==> src/rtl/ntt_bfu_sched.sv <==
// ntt_bfu_sched: address and control sequencer that sits in front of bfu_v1.
// It walks every stage of an in-place N-point NTT (Cooley-Tukey, op=0) or
// INTT (Gentleman-Sande, op=1) and issues one butterfly per cycle. It also
// replays each address pair after the read-plus-BFU latency so that the
// write port stores the results back in place.

module ntt_bfu_sched #(
    parameter int LOGN    = 8,
    parameter int RD_LAT  = 1,
    parameter int BFU_LAT = 8
) (
    input  logic            clk,
    input  logic            rst,
    input  logic            start,
    input  logic            op_in,
    output logic            busy,
    output logic            done,
    output logic            bfu_op,
    output logic            rd_en,
    output logic [LOGN-1:0] rd_addr1,
    output logic [LOGN-1:0] rd_addr2,
    output logic [LOGN-1:0] tw_addr,
    output logic            wr_en,
    output logic [LOGN-1:0] wr_addr1,
    output logic [LOGN-1:0] wr_addr2
);

    localparam int N    = 1 << LOGN;
    localparam int HALF = N / 2;
    localparam int DLY  = RD_LAT + BFU_LAT;
    localparam int SW   = $clog2(LOGN + 1);
    localparam int CW   = $clog2(DLY + 1);

    localparam logic [LOGN-1:0] K_LAST = LOGN'(HALF - 1);
    localparam logic [LOGN-1:0] K_ONE  = LOGN'(1);
    localparam logic [SW-1:0]   S_LAST = SW'(LOGN - 1);
    localparam logic [SW-1:0]   S_ONE  = SW'(1);
    localparam logic [CW-1:0]   C_LAST = CW'(DLY - 1);
    localparam logic [CW-1:0]   C_ONE  = CW'(1);

    typedef enum logic [1:0] {
        IDLE,
        RUN,
        DRAIN,
        FIN
    } state_t;

    typedef struct packed {
        logic [LOGN-1:0] a1;
        logic [LOGN-1:0] a2;
        logic [LOGN-1:0] tw;
    } issue_t;

    state_t          state;
    logic [SW-1:0]   s;
    logic [LOGN-1:0] k;
    logic [CW-1:0]   cnt;

    // Butterfly k of stage s. Both transforms split k into a group index g
    // and an offset pos inside the group; only the half-span m and the
    // twiddle ordering differ. All spans are powers of two, so the
    // group base g*2m is a shift.
    function automatic issue_t calc_issue(input logic op, input logic [SW-1:0] st,
                                          input logic [LOGN-1:0] kk);
        issue_t res;
        int si, ki, sh, m, g, pos, a1, tw;
        si = int'(st);
        ki = int'(kk);
        if (!op) begin
            sh = LOGN - 1 - si;
            g  = ki >> sh;
            tw = (1 << si) + g;
        end else begin
            sh = si;
            g  = ki >> sh;
            tw = (N >> (si + 1)) - 1 - g;
        end
        m      = 1 << sh;
        pos    = ki & (m - 1);
        a1     = (g << (sh + 1)) | pos;
        res.a1 = LOGN'(a1);
        res.a2 = LOGN'(a1 + m);
        res.tw = LOGN'(tw);
        return res;
    endfunction

    // Stage/butterfly sequencing FSM with all read-side outputs registered.
    always_ff @(posedge clk) begin
        // NOTE: state registers use non-blocking assignments so every flop
        // samples pre-edge values and simulation matches the synthesized netlist.
        if (rst) begin
            state    <= IDLE;
            s        <= '0;
            k        <= '0;
            cnt      <= '0;
            busy     <= 1'b0;
            done     <= 1'b0;
            bfu_op   <= 1'b0;
            rd_en    <= 1'b0;
            rd_addr1 <= '0;
            rd_addr2 <= '0;
            tw_addr  <= '0;
        end else begin
            case (state)
                IDLE: begin
                    done <= 1'b0;
                    if (start) begin
                        bfu_op <= op_in;
                        s      <= '0;
                        k      <= '0;
                        busy   <= 1'b1;
                        rd_en  <= 1'b1;
                        {rd_addr1, rd_addr2, tw_addr} <= calc_issue(op_in, '0, '0);
                        state  <= RUN;
                    end
                end
                RUN: begin
                    if (k == K_LAST) begin
                        rd_en    <= 1'b0;
                        rd_addr1 <= '0;
                        rd_addr2 <= '0;
                        tw_addr  <= '0;
                        cnt      <= '0;
                        state    <= DRAIN;
                    end else begin
                        k <= k + K_ONE;
                        {rd_addr1, rd_addr2, tw_addr} <= calc_issue(bfu_op, s, k + K_ONE);
                    end
                end
                DRAIN: begin
                    // Hold off the next stage until the last write of this
                    // stage has landed, so no read sees stale data.
                    if (cnt == C_LAST) begin
                        if (s == S_LAST) begin
                            busy  <= 1'b0;
                            done  <= 1'b1;
                            state <= FIN;
                        end else begin
                            s     <= s + S_ONE;
                            k     <= '0;
                            rd_en <= 1'b1;
                            {rd_addr1, rd_addr2, tw_addr} <= calc_issue(bfu_op, s + S_ONE, '0);
                            state <= RUN;
                        end
                    end else begin
                        cnt <= cnt + C_ONE;
                    end
                end
                FIN: begin
                    done  <= 1'b0;
                    state <= IDLE;
                end
                default: state <= IDLE;
            endcase
        end
    end

    logic [DLY-1:0]  dl_v;
    logic [LOGN-1:0] dl_a1 [DLY];
    logic [LOGN-1:0] dl_a2 [DLY];

    // Write-back delay line: replays {rd_en, rd_addr1, rd_addr2} DLY cycles later.
    always_ff @(posedge clk) begin
        // NOTE: the whole delay line is reset, not just the valid bits, so a
        // mid-transform reset cannot leak a stale write address to the outputs.
        if (rst) begin
            dl_v <= '0;
            for (int i = 0; i < DLY; i++) begin
                dl_a1[i] <= '0;
                dl_a2[i] <= '0;
            end
        end else begin
            dl_v[0]  <= rd_en;
            dl_a1[0] <= rd_addr1;
            dl_a2[0] <= rd_addr2;
            for (int i = 1; i < DLY; i++) begin
                dl_v[i]  <= dl_v[i-1];
                dl_a1[i] <= dl_a1[i-1];
                dl_a2[i] <= dl_a2[i-1];
            end
        end
    end

    assign wr_en    = dl_v[DLY-1];
    assign wr_addr1 = dl_a1[DLY-1];
    assign wr_addr2 = dl_a2[DLY-1];

endmodule

==> config.mk <==
export PLATFORM = sky130hd
export DESIGN_NAME = ntt_bfu_sched
export DESIGN_NICKNAME = d
export VERILOG_FILES = /design/src/rtl/ntt_bfu_sched.sv
export SDC_FILE = /design/constraint.sdc
export NUM_CORES = 1
export LEC_CHECK = 0
export ABC_AREA = 1
export CAP_MARGIN = 0
export CORE_ASPECT_RATIO = 0.6
export CORE_MARGIN = 4
export CORE_UTILIZATION = 35
export CTS_BUF_LIST = sky130_fd_sc_hd__clkbuf_4 sky130_fd_sc_hd__clkbuf_8 sky130_fd_sc_hd__clkbuf_16
export CTS_CLUSTER_DIAMETER = 30
export CTS_CLUSTER_SIZE = 14
export DETAILED_ROUTE_END_ITERATION = 10
export MAX_ROUTING_LAYER = met4
export PLACE_DENSITY = 0.61
export SYNTH_ARGS = -nofsm -noshare
export SYNTH_HDL_FRONTEND = slang
export SYNTH_SLANG_ARGS = --single-unit
==> constraint.sdc <==
create_clock -name clk -period 7.2 [get_ports clk]
set_clock_uncertainty 0.1 [all_clocks]
set_input_delay 1.08 -clock clk [delete_from_list [all_inputs] [get_ports clk]]
set_output_delay 1.08 -clock clk [all_outputs]
set_load 0.02 [all_outputs]
==> flow_metrics.py <==
metrics = {
    "outcome": {
        "status": "finished, final reports clean",
    },
    "setup_path": {
        "crit_path_frequent_cell": "nand2_1",
        "cp_slowest_cell": "dfxtp_1",
        "cp_data_required_time_ns": 7.48,
        "cp_max_fo": 19,
        "cp.arrival_ns": 5.18,
        "crit_type": "reg -> reg",
        "critical-path-top-delay-family": "simple AND/OR/NAND/NOR gates",
        "start_kind": "flop",
        "worstSetupEndpointType": "flop",
        "critPathMaxStageDelay_ns": 0.85,
        "path_buf_inv": 2,
    },
    "clock_tree": {
        "ctsHoldBuffers": 0,
        "clk_path_buf_depth": 2,
        "postCtsSetupBuffers": 0,
        "cts.clk_slew.worst_paths_ns": 0.07,
        "cts_buffers": 17,
        "post_cts_resized": 0,
        "cts_root_buf": "clkbuf_16",
        "htreeDepth": 4,
        "cts_tree": "built",
        "clkLatencyLatePin_ns": 0.44,
        "cts_sinks": 199,
    },
    "global_routing": {
        "track_usage_pct": 17.0,
        "grt_pass1_vias": 6612,
        "grt_pass1_wl_mm": 37.5,
        "grt_overflow": 0,
        "grt_max_degree": 94,
        "antenna_found_initial": 0,
    },
    "sta": {
        "hold_ws_ns": 0.293,
        "slew_headroom_pct": 41.5,
        "hold_violations": 0,
        "clock.fmax_mhz": 204,
        "setup_tns_ns": 0,
        "fin_crit_sh_pct": 68.1,
        "fin_crit_ns": 4.90,
        "rsz0062_at_grt": "false",
        "tightest_slew_ns": 0.877,
        "setup_viol": 0,
        "slew_violations": 0,
    },
    "logic_synthesis": {
        "yosys_warnings": 0,
        "postSynthCellCount": 1263,
        "synth_edf_count": 0,
        "yosysUniqueCellTypes": 57,
        "synth_area_um2": 9330,
        "ys.flop_type": "dfxtp_1",
        "avgSynthCellArea_um2": 7.39,
        "syn-num-nets": 1312,
        "synth_seq_cells": 199,
        "synthArstFlopShare_pct": 0,
        "ys_seq_area_share_pct": 42.7,
    },
    "finish": {
        "syn_to_final_growth_pct": 13.1,
        "fillers": 2641,
        "nets": 1324,
        "most-common-layout-cells": "246 x inv_1, 229 x nor2_1, 199 x dfxtp_1",
        "antennaDiodeCount": 0,
        "layout-drive-gt1-share_pct": 8.24,
        "final_common_cell": "inv_1",
    },
    "run": {
        "cap_violations": 0,
    },
    "drt": {
        "totalWireLength_mm": 23.8,
        "viasPerCell": 4.57,
        "drc_errors": 0,
        "drt_iter0_drc": 675,
        "drtAntennaViolNets": 0,
        "first_pass_iters": 5,
        "vias": 7487,
        "drt-wirelength-per-cell_um": 14.5,
    },
    "pwr": {
        "power.density_nw_per_um2": 311,
        "leakagePower_uw": 0.00440,
        "ir_drop_uv": 165,
    },
    "placed_design": {
        "portBuffers": 48,
        "place.gp.congestion": 0.987,
        "dp_hpwl_mm": 18.0,
    },
    "floorplan": {
        "io_pins": 49,
        "start_util_pct": 36.3,
        "rows": 45,
        "coreArea_um2": 25700,
        "die-area_um2": 29400,
        "die_w_um": 219,
        "die_height_um": 134,
    },
    "worst_hold_path": {
        "min-delay-path-class": "reg -> reg",
    },
}
area by class of cell:
cell class	instances	area, um2	area share (%)
Sequential cell	199	3980	37.7
Tap cell	352	440	4.17
Multi-Input combinational cell	739	4020	38.1
Inverter	263	990	9.38
Timing Repair Buffer	55	534	5.06
Clock inverter	8	87.6	0.830
Clock buffer	23	495	4.69
stage by stage:
stage          total power, uW  setup slack [ns]  area (um2)  instances  util (%)
4_1_cts                   3290              2.33       10600       1639      41.0
5_1_grt                   3460              1.76       10600       1639      41.0
6_report                  3280              2.30       10600       1639      41.0
2_1_floorplan             1980              3.28        9330       1263         -
3_3_place_gp              2360              2.36        9970       1608      38.8
3_5_place_dp              2340              2.35        9970       1608      38.8
cells in the mapped netlist (2+ instances only):
library cell,number,area share [%]
a211oi_1,5,0.40
a21oi_1,47,2.5
a22o_1,5,0.47
a31oi_1,9,0.60
a32o_1,7,0.75
buf_1,4,0.16
buf_2,13,0.70
buf_4,20,1.6
clkbuf_1,24,0.97
dfxtp_1,199,43
fa_1,3,0.64
ha_1,42,5.6
inv_1,246,9.9
inv_2,15,0.60
nand2_1,172,6.9
nand2_2,13,0.87
nand2_4,5,0.60
nand3_1,64,3.4
nand3_2,11,1.2
nand4_1,15,1.0
nor2_1,229,9.2
nor2_2,4,0.27
nor2_4,4,0.48
nor3_1,6,0.32
o211ai_1,5,0.40
o21ai_0,20,1.1
o21ai_1,19,1.0
o21ai_2,2,0.19
o21bai_1,2,0.16
o221ai_1,3,0.28
o22ai_1,6,0.40
o31ai_1,4,0.32
o32ai_1,7,0.66
or2_2,3,0.20
xnor2_1,4,0.38
xor2_1,5,0.47
flip-flops by register name, indices dropped and copies added, names as in the netlist:
signal and flops:
cnt 4, tw_addr 8, dl_v 9, busy 1, s 4, k 8, rd_addr1 8, state 2
rd_addr2 8, done 1, dl_a1 72, rd_en 1, bfu_op 1, dl_a2 72
power breakdown:
part	leakage (uW)	internal, uW	switching, uW
Clock	0.000285	524	409
Combinational	0.00251	344	780
Sequential	0.00161	1160	61.3
Total	0.00440	2030	1250
metal layers:
layer  up-vias  track usage (%)  wire, um
li1       3901                -         -
met1      3335             27.3     13300
met2       234             19.4      7960
met3        17             6.05      2350
met4         0             3.05       174
met5         -                -         0
worst reg2reg max path, delay by kind of cell (launching register included):
family	cells	cell delay, ns
flip-flops	1	0.85
buffers and inverters	2	0.15
XOR/XNOR	2	0.52
adder cells (fa/ha/maj)	2	0.63
AO/OA/AOI/OAI	4	0.64
AND/OR/NAND/NOR	20	1.97
path summary, 6_finish.rpt:
path	from	endpoint	slack (ns)	depth (start not counted)
max reg2reg	s[0]$_SDFFE_PP0P_	rd_addr2[7]$_SDFFE_PP0P_	2.30	30
min reg2reg	dl_a1[0][7]$_SDFF_PP0_	dl_a1[0][15]$_SDFF_PP0_	0.29	2
min	dl_a1[0][7]$_SDFF_PP0_	dl_a1[0][15]$_SDFF_PP0_	0.29	2
max	s[0]$_SDFFE_PP0P_	rd_addr2[7]$_SDFFE_PP0P_	2.30	30
kinds of logic after synthesis:
| kind of cell | count (synthesis) | share of synthesized area, % |
|---|---|---|
| flip-flops | 199 | 42.7 |
| XOR/XNOR | 12 | 1.49 |
| AO/OA/AOI/OAI | 147 | 9.91 |
| AND/OR/NAND/NOR | 535 | 25.5 |
| buffers and inverters | 325 | 14.2 |
| adder cells (fa/ha/maj) | 45 | 6.28 |
No activity file was read; power rests on OpenSTA's default activity.
